### src/rtl/mesm6_ifetch_pkg.sv
// Shared definitions for the MESM-6 instruction prefetch queue.
package mesm6_ifetch_pkg;

    localparam int unsigned IFQ_DEPTH_DEFAULT = 4;
    localparam int unsigned IFQ_AW_DEFAULT    = 15;
    localparam int unsigned IFQ_DW_DEFAULT    = 48;

    // op_pc[0] selects which half of the head word is the current opcode.
    localparam logic HALF_LEFT  = 1'b0;
    localparam logic HALF_RIGHT = 1'b1;

    typedef enum logic [1:0] {
        IFQ_IDLE,
        IFQ_RUN,
        IFQ_DRAIN
    } ifq_state_t;

endpackage

### src/rtl/mesm6_ifetch_buf.sv
// DEPTH x DW circular word buffer with push, pop, clear, occupancy and head word.
module mesm6_ifetch_buf
    import mesm6_ifetch_pkg::*;
#(
    parameter int unsigned DEPTH = IFQ_DEPTH_DEFAULT,
    parameter int unsigned DW    = IFQ_DW_DEFAULT
) (
    input  logic                       clk,
    input  logic                       reset_n,
    input  logic                       clear,
    input  logic                       push,
    input  logic [DW-1:0]              push_data,
    input  logic                       pop,
    output logic [$clog2(DEPTH):0]     count,
    output logic [DW-1:0]              head
);

    localparam int unsigned PW = $clog2(DEPTH);
    localparam int unsigned CW = PW + 1;

    logic [DW-1:0] mem [DEPTH];
    logic [PW-1:0] rd_ptr_q, wr_ptr_q;
    logic [CW-1:0] count_q;

    // Pointers wrap naturally because DEPTH is a power of two.
    always_ff @(posedge clk or negedge reset_n) begin
        if (!reset_n) begin
            rd_ptr_q <= '0;
            wr_ptr_q <= '0;
            count_q  <= '0;
        end else if (clear) begin
            rd_ptr_q <= '0;
            wr_ptr_q <= '0;
            count_q  <= '0;
        end else begin
            if (push) wr_ptr_q <= wr_ptr_q + PW'(1);
            if (pop)  rd_ptr_q <= rd_ptr_q + PW'(1);
            count_q <= count_q + CW'(push) - CW'(pop);
        end
    end

    always_ff @(posedge clk) begin
        if (push && !clear) mem[wr_ptr_q] <= push_data;
    end

    assign count = count_q;
    assign head  = mem[rd_ptr_q];

endmodule

### src/rtl/mesm6_ifetch_queue.sv
// MESM-6 instruction prefetch queue: FSM, fetch/PC counters and opcode select.
// Optional saturating performance counters under `MESM6_IFETCH_PERF_EN.
module mesm6_ifetch_queue
    import mesm6_ifetch_pkg::*;
#(
    parameter int unsigned DEPTH = IFQ_DEPTH_DEFAULT,
    parameter int unsigned AW    = IFQ_AW_DEFAULT,
    parameter int unsigned DW    = IFQ_DW_DEFAULT
) (
    input  logic            clk,
    input  logic            reset_n,
    input  logic            redirect,
    input  logic [AW:0]     redirect_pc,
    output logic            ibus_fetch,
    output logic [AW-1:0]   ibus_addr,
    input  logic [DW-1:0]   ibus_input,
    input  logic            ibus_done,
    output logic            op_valid,
    input  logic            op_ready,
    output logic [DW/2-1:0] opcode,
    output logic [AW:0]     op_pc
`ifdef MESM6_IFETCH_PERF_EN
   ,output logic [31:0]     perf_fetches,
    output logic [15:0]     perf_discards
`endif
);

    localparam int unsigned CW = $clog2(DEPTH) + 1;
    localparam logic [CW-1:0] FULL = CW'(DEPTH);

    ifq_state_t    state_q, state_d;
    logic          fetch_q, fetch_d;
    logic [AW-1:0] addr_q, addr_d;
    logic [AW-1:0] target_q, target_d;
    logic [AW:0]   pc_q, pc_d;

    logic          buf_clear, buf_push, buf_pop;
    logic [CW-1:0] buf_count, count_after;
    logic [DW-1:0] buf_head;
    logic          done_ev, consume;

    assign done_ev = fetch_q & ibus_done;
    assign consume = op_valid & op_ready;

    mesm6_ifetch_buf #(
        .DEPTH (DEPTH),
        .DW    (DW)
    ) u_buf (
        .clk       (clk),
        .reset_n   (reset_n),
        .clear     (buf_clear),
        .push      (buf_push),
        .push_data (ibus_input),
        .pop       (buf_pop),
        .count     (buf_count),
        .head      (buf_head)
    );

    always_comb begin
        state_d     = state_q;
        fetch_d     = fetch_q;
        addr_d      = addr_q;
        target_d    = target_q;
        pc_d        = pc_q;
        buf_clear   = 1'b0;
        buf_push    = 1'b0;
        buf_pop     = 1'b0;
        count_after = buf_count;
        unique case (state_q)
            IFQ_IDLE: begin
                if (redirect) begin
                    buf_clear = 1'b1;
                    pc_d      = redirect_pc;
                    addr_d    = redirect_pc[AW:1];
                    fetch_d   = 1'b1;
                    state_d   = IFQ_RUN;
                end
            end
            IFQ_RUN: begin
                if (redirect) begin
                    buf_clear = 1'b1;
                    pc_d      = redirect_pc;
                    if (fetch_q && !ibus_done) begin
                        // Bus request cannot be withdrawn: hold it and drop its data later.
                        target_d = redirect_pc[AW:1];
                        state_d  = IFQ_DRAIN;
                    end else begin
                        addr_d  = redirect_pc[AW:1];
                        fetch_d = 1'b1;
                    end
                end else begin
                    buf_push    = done_ev;
                    buf_pop     = consume & (pc_q[0] == HALF_RIGHT);
                    count_after = buf_count + CW'(buf_push) - CW'(buf_pop);
                    if (consume) pc_d = pc_q + (AW+1)'(1);
                    if (done_ev) addr_d = addr_q + AW'(1);
                    if (!fetch_q || done_ev) fetch_d = (count_after < FULL);
                end
            end
            IFQ_DRAIN: begin
                if (redirect) begin
                    pc_d     = redirect_pc;
                    target_d = redirect_pc[AW:1];
                end
                if (done_ev) begin
                    addr_d  = redirect ? redirect_pc[AW:1] : target_q;
                    fetch_d = 1'b1;
                    state_d = IFQ_RUN;
                end
            end
            default: state_d = IFQ_IDLE;
        endcase
    end

    always_ff @(posedge clk or negedge reset_n) begin
        if (!reset_n) begin
            state_q  <= IFQ_IDLE;
            fetch_q  <= 1'b0;
            addr_q   <= '0;
            target_q <= '0;
            pc_q     <= '0;
        end else begin
            state_q  <= state_d;
            fetch_q  <= fetch_d;
            addr_q   <= addr_d;
            target_q <= target_d;
            pc_q     <= pc_d;
        end
    end

    assign ibus_fetch = fetch_q;
    assign ibus_addr  = addr_q;
    assign op_pc      = pc_q;
    assign op_valid   = (buf_count != '0) && (state_q != IFQ_DRAIN);

    always_comb begin
        opcode = '0;
        if (op_valid) begin
            opcode = (pc_q[0] == HALF_RIGHT) ? buf_head[DW/2-1:0] : buf_head[DW-1:DW/2];
        end
    end

`ifdef MESM6_IFETCH_PERF_EN
    logic [31:0] perf_fetches_q;
    logic [15:0] perf_discards_q;
    logic [CW:0] disc_inc;
    logic [32:0] fetch_sum;
    logic [16:0] disc_sum;

    // Flushed queue words plus any fetched word whose data is thrown away.
    always_comb begin
        disc_inc = '0;
        if (state_q == IFQ_RUN && redirect) begin
            disc_inc = (CW+1)'(buf_count) + (CW+1)'(done_ev);
        end else if (state_q == IFQ_DRAIN && done_ev) begin
            disc_inc = (CW+1)'(1);
        end
    end

    assign fetch_sum = {1'b0, perf_fetches_q} + 33'(buf_push);
    assign disc_sum  = {1'b0, perf_discards_q} + 17'(disc_inc);

    always_ff @(posedge clk or negedge reset_n) begin
        if (!reset_n) begin
            perf_fetches_q  <= '0;
            perf_discards_q <= '0;
        end else begin
            perf_fetches_q  <= fetch_sum[32] ? '1 : fetch_sum[31:0];
            perf_discards_q <= disc_sum[16] ? '1 : disc_sum[15:0];
        end
    end

    assign perf_fetches  = perf_fetches_q;
    assign perf_discards = perf_discards_q;
`endif

endmodule
### config.mk
export PLATFORM = sky130hd
export DESIGN_NAME = mesm6_ifetch_queue
export DESIGN_NICKNAME = d
export VERILOG_FILES = /design/src/rtl/mesm6_ifetch_pkg.sv /design/src/rtl/mesm6_ifetch_buf.sv /design/src/rtl/mesm6_ifetch_queue.sv
export SDC_FILE = /design/constraint.sdc
export NUM_CORES = 1
export LEC_CHECK = 0
export CORE_MARGIN = 2
export CORE_UTILIZATION = 58
export CTS_BUF_LIST = sky130_fd_sc_hd__clkbuf_4 sky130_fd_sc_hd__clkbuf_8
export DETAILED_ROUTE_END_ITERATION = 16
export PLACE_DENSITY = 0.8
export SKIP_CTS_REPAIR_TIMING = 1
export SLEW_MARGIN = 20
export SYNTH_ARGS = -nofsm -noshare
export SYNTH_HDL_FRONTEND = slang
export SYNTH_HIERARCHICAL = 1
export SYNTH_SLANG_ARGS = --single-unit
### constraint.sdc
create_clock -name clk -period 3.6 [get_ports clk]
set_input_delay 0.9 -clock clk [delete_from_list [all_inputs] [get_ports clk]]
set_output_delay 0.9 -clock clk [all_outputs]
set_load 0.05 [all_outputs]
==> impl_metrics.yaml <==
placed_design:
  pre_cts_slack_ns: 0.519
  dp_cells: 1055
  place_area_um2: 12400
  place_hpwl_um: 15600
  place_congestion: 0.868
  io_buffers: 125
route:
  vias: 6886
  wl_um: 23500
  via_per_inst: 6.08
  antenna_left: 0
  first_iter_violations: 499
  wire_per_inst_um: 20.8
  drc: 0
  drtPass1Iterations: 7
worst_setup_path:
  cp_common_cell: "buf_4"
  cp-end-kind: "output port"
  r2r_start: "u_buf/count[1]$_DFF_PN0_"
  rr_endpoint: "ibus_fetch$_DFFE_PN0P_"
  path_max_fanout: 16
  critical_path_arrival_ns: 2.47
  crit_type: "reg2out"
  start_kind: "register"
  reg2reg_slack_ns: 0.80
  path_cells: "inv_1 > ha_1 > or2_2 > buf_4 > nor2_1 > buf_4"
  crit_required_ns: 2.70
  cp_top_family: "simple AND/OR/NAND/NOR gates"
  cp_slowest_cell: "or2_2"
  slowest_delay_ns: 0.48
  worst-path-buf-inv: 3
  r2r_cells: 11
  crit_start: "state_q[0]$_DFFE_PN0P_"
floorplan:
  fp.coreArea_um2: 18600
  num_rows: 50
  start_util_pct: 58.6
  die_area_um2: 19900
  ios: 126
  die_w_um: 141
  die_y_um: 141
synth:
  synth_edf_count: 192
  synth_seq_cells: 248
  synthTopCellsByCount: "edfxtp_1, nor2_1, dfrtp_1"
  synth_warnings: 6
  avgSynthCellArea_um2: 15.4
  synth_area_leaders: "edfxtp_1, dfrtp_1, mux4_2"
  synth_most_common_cell: "edfxtp_1"
  netlist_instances: 705
  synth.yosys.seq_area_share_pct: 65.8
  synth.distinct_cells: 63
  syn-num-nets: 790
  synthArstFlopShare_pct: 22.6
  synth-main-ff-cell: "edfxtp_1"
  netlist.area_leader.share_pct: 53.0
  synth_largest_area_cell: "edfxtp_1"
  synth_area_um2: 10900
global_route:
  grtUsageTotal_pct: 24.0
  grt_max_degree: 32
  grt_first_pass_wirelength_um: 37100
  grt_pass1_vias: 7186
  overflow: 0
  antenna_found_initial: 0
sta:
  whs_ns: 0.434
  rsz0062_at_grt: "no"
  hold_viol: 0
  worst_pin_slew_ns: 0.760
  setup_viol: 0
  fin_worst_skew_ns: 0.0157
  relSlewSlack_pct: 49.0
  finalCritPeriodShare_pct: 93.6
  setup_slack_ns: 0.229
  fmax_mhz: 297
  period_minus_slack_ns: 3.37
  slew_viol_final: 0
  fin_tns_setup_ns: 0
job:
  max_cap_violations: 0
power_and_ir_drop:
  p_per_area_nw_per_um2: 833
  vdd_ir_drop_max_mv: 0.608
  p_leak_nw: 4.75
  total_power_mw: 11.0
clocking:
  path_clk_slew_ns: 0.06
  clock_path_buffers: 3
  cts_max_level: 2
  cts_sinks: 248
  cts_root_buf: "clkbuf_8"
  clk_latency_ns: 0.54
  cts_buffers: 42
  cts_tree: "built"
cells_and_area:
  area_delta_synth_final_pct: 21.6
  diodes: 0
  fin_cells: 1132
  drive_gt1_share_pct: 23.6
  final_area_um2: 13200
  fin_nets: 951
  fin_util_pct: 71.3
min_path:
  min_path_type: "in2async"
run_status:
  outcome: "finished, final reports clean"
-- state kept, by name, summed over array words and instances (netlist names), 2 cells and up --
register and count:
u_buf/wr_ptr_q 2, target_q 15, u_buf/count 3, ibus_addr 15, u_buf/mem 192, state_q 2
u_buf/rd_ptr_q 2, op_pc 16
-- worst max path at each step --
| stage | endpoint | slack (ns) | cells past startpoint |
|---|---|---|---|
| after floorplan | u_buf/mem[0][0]$_DFFE_PP_ | 0.12 | 7 |
| after global placement | u_buf/count[2]$_DFF_PN0_ | 0.60 | 11 |
| after detailed placement | u_buf/mem[1][42]$_DFFE_PP_ | 0.52 | 6 |
| after CTS | opcode[4] | 0.07 | 5 |
| after global routing | opcode[23] | 0.12 | 5 |
| final | opcode[23] | 0.23 | 6 |
-- per-layer routing --
metal / share of wire, % / GRT usage (%) / vias to the layer above
met5: 0 / 0 / -
li1: - / - / 3077
met4: 2.9 / 9.58 / 0
met2: 50 / 40.2 / 290
met3: 6.7 / 5.43 / 55
met1: 40 / 31.0 / 3464
-- cell usage in the layout, fill, tap and decap left out, drive strengths merged, types with 5 or more instances in the layout --
cell type | netlist | final
a21oi | 20 | 20
a222oi | 6 | 6
a22oi | 6 | 6
and2 | 6 | 6
buf | 23 | 52
clkbuf | 12 | 63
clkdlybuf4s50 | 0 | 99
clkinv | 0 | 11
dfrtp | 56 | 56
edfxtp | 192 | 192
ha | 15 | 15
inv | 18 | 19
mux2 | 21 | 21
mux2i | 26 | 26
mux4 | 48 | 48
nand2 | 30 | 30
nand3 | 21 | 21
nand4 | 9 | 9
nor2 | 79 | 79
nor2b | 6 | 6
nor3 | 10 | 10
nor4 | 7 | 7
o21ai | 37 | 37
o22ai | 7 | 7
o31ai | 5 | 5
-- area by class of cell --
type                       count  area (um^2)
fill                        1165         5340
inverter                      18         67.6
timing repair buffer         152         1440
clock buffer                  62          753
multi-input combinational    404         3420
sequential                   248         7170
clock inverter                14         97.6
tap                          234          293
-- report_power, final --
part | switching, mW | internal, mW
Combinational | 2.94 | 1.71
Sequential | 0.393 | 3.49
Clock | 1.08 | 1.42
-- logic make-up (layout without fill, tap and decap cells) --
kind of cell	after synthesis	count (layout)	synth area share [%]
mux	95	95	14.5
simple gates	177	177	7.47
xor+xnor	9	9	0.850
buf+inv	53	246	2.84
fa+ha+maj	16	16	1.91
compound gates	107	107	6.57
flops	248	248	65.8
Note: power is estimated with default switching activity, not from simulation.
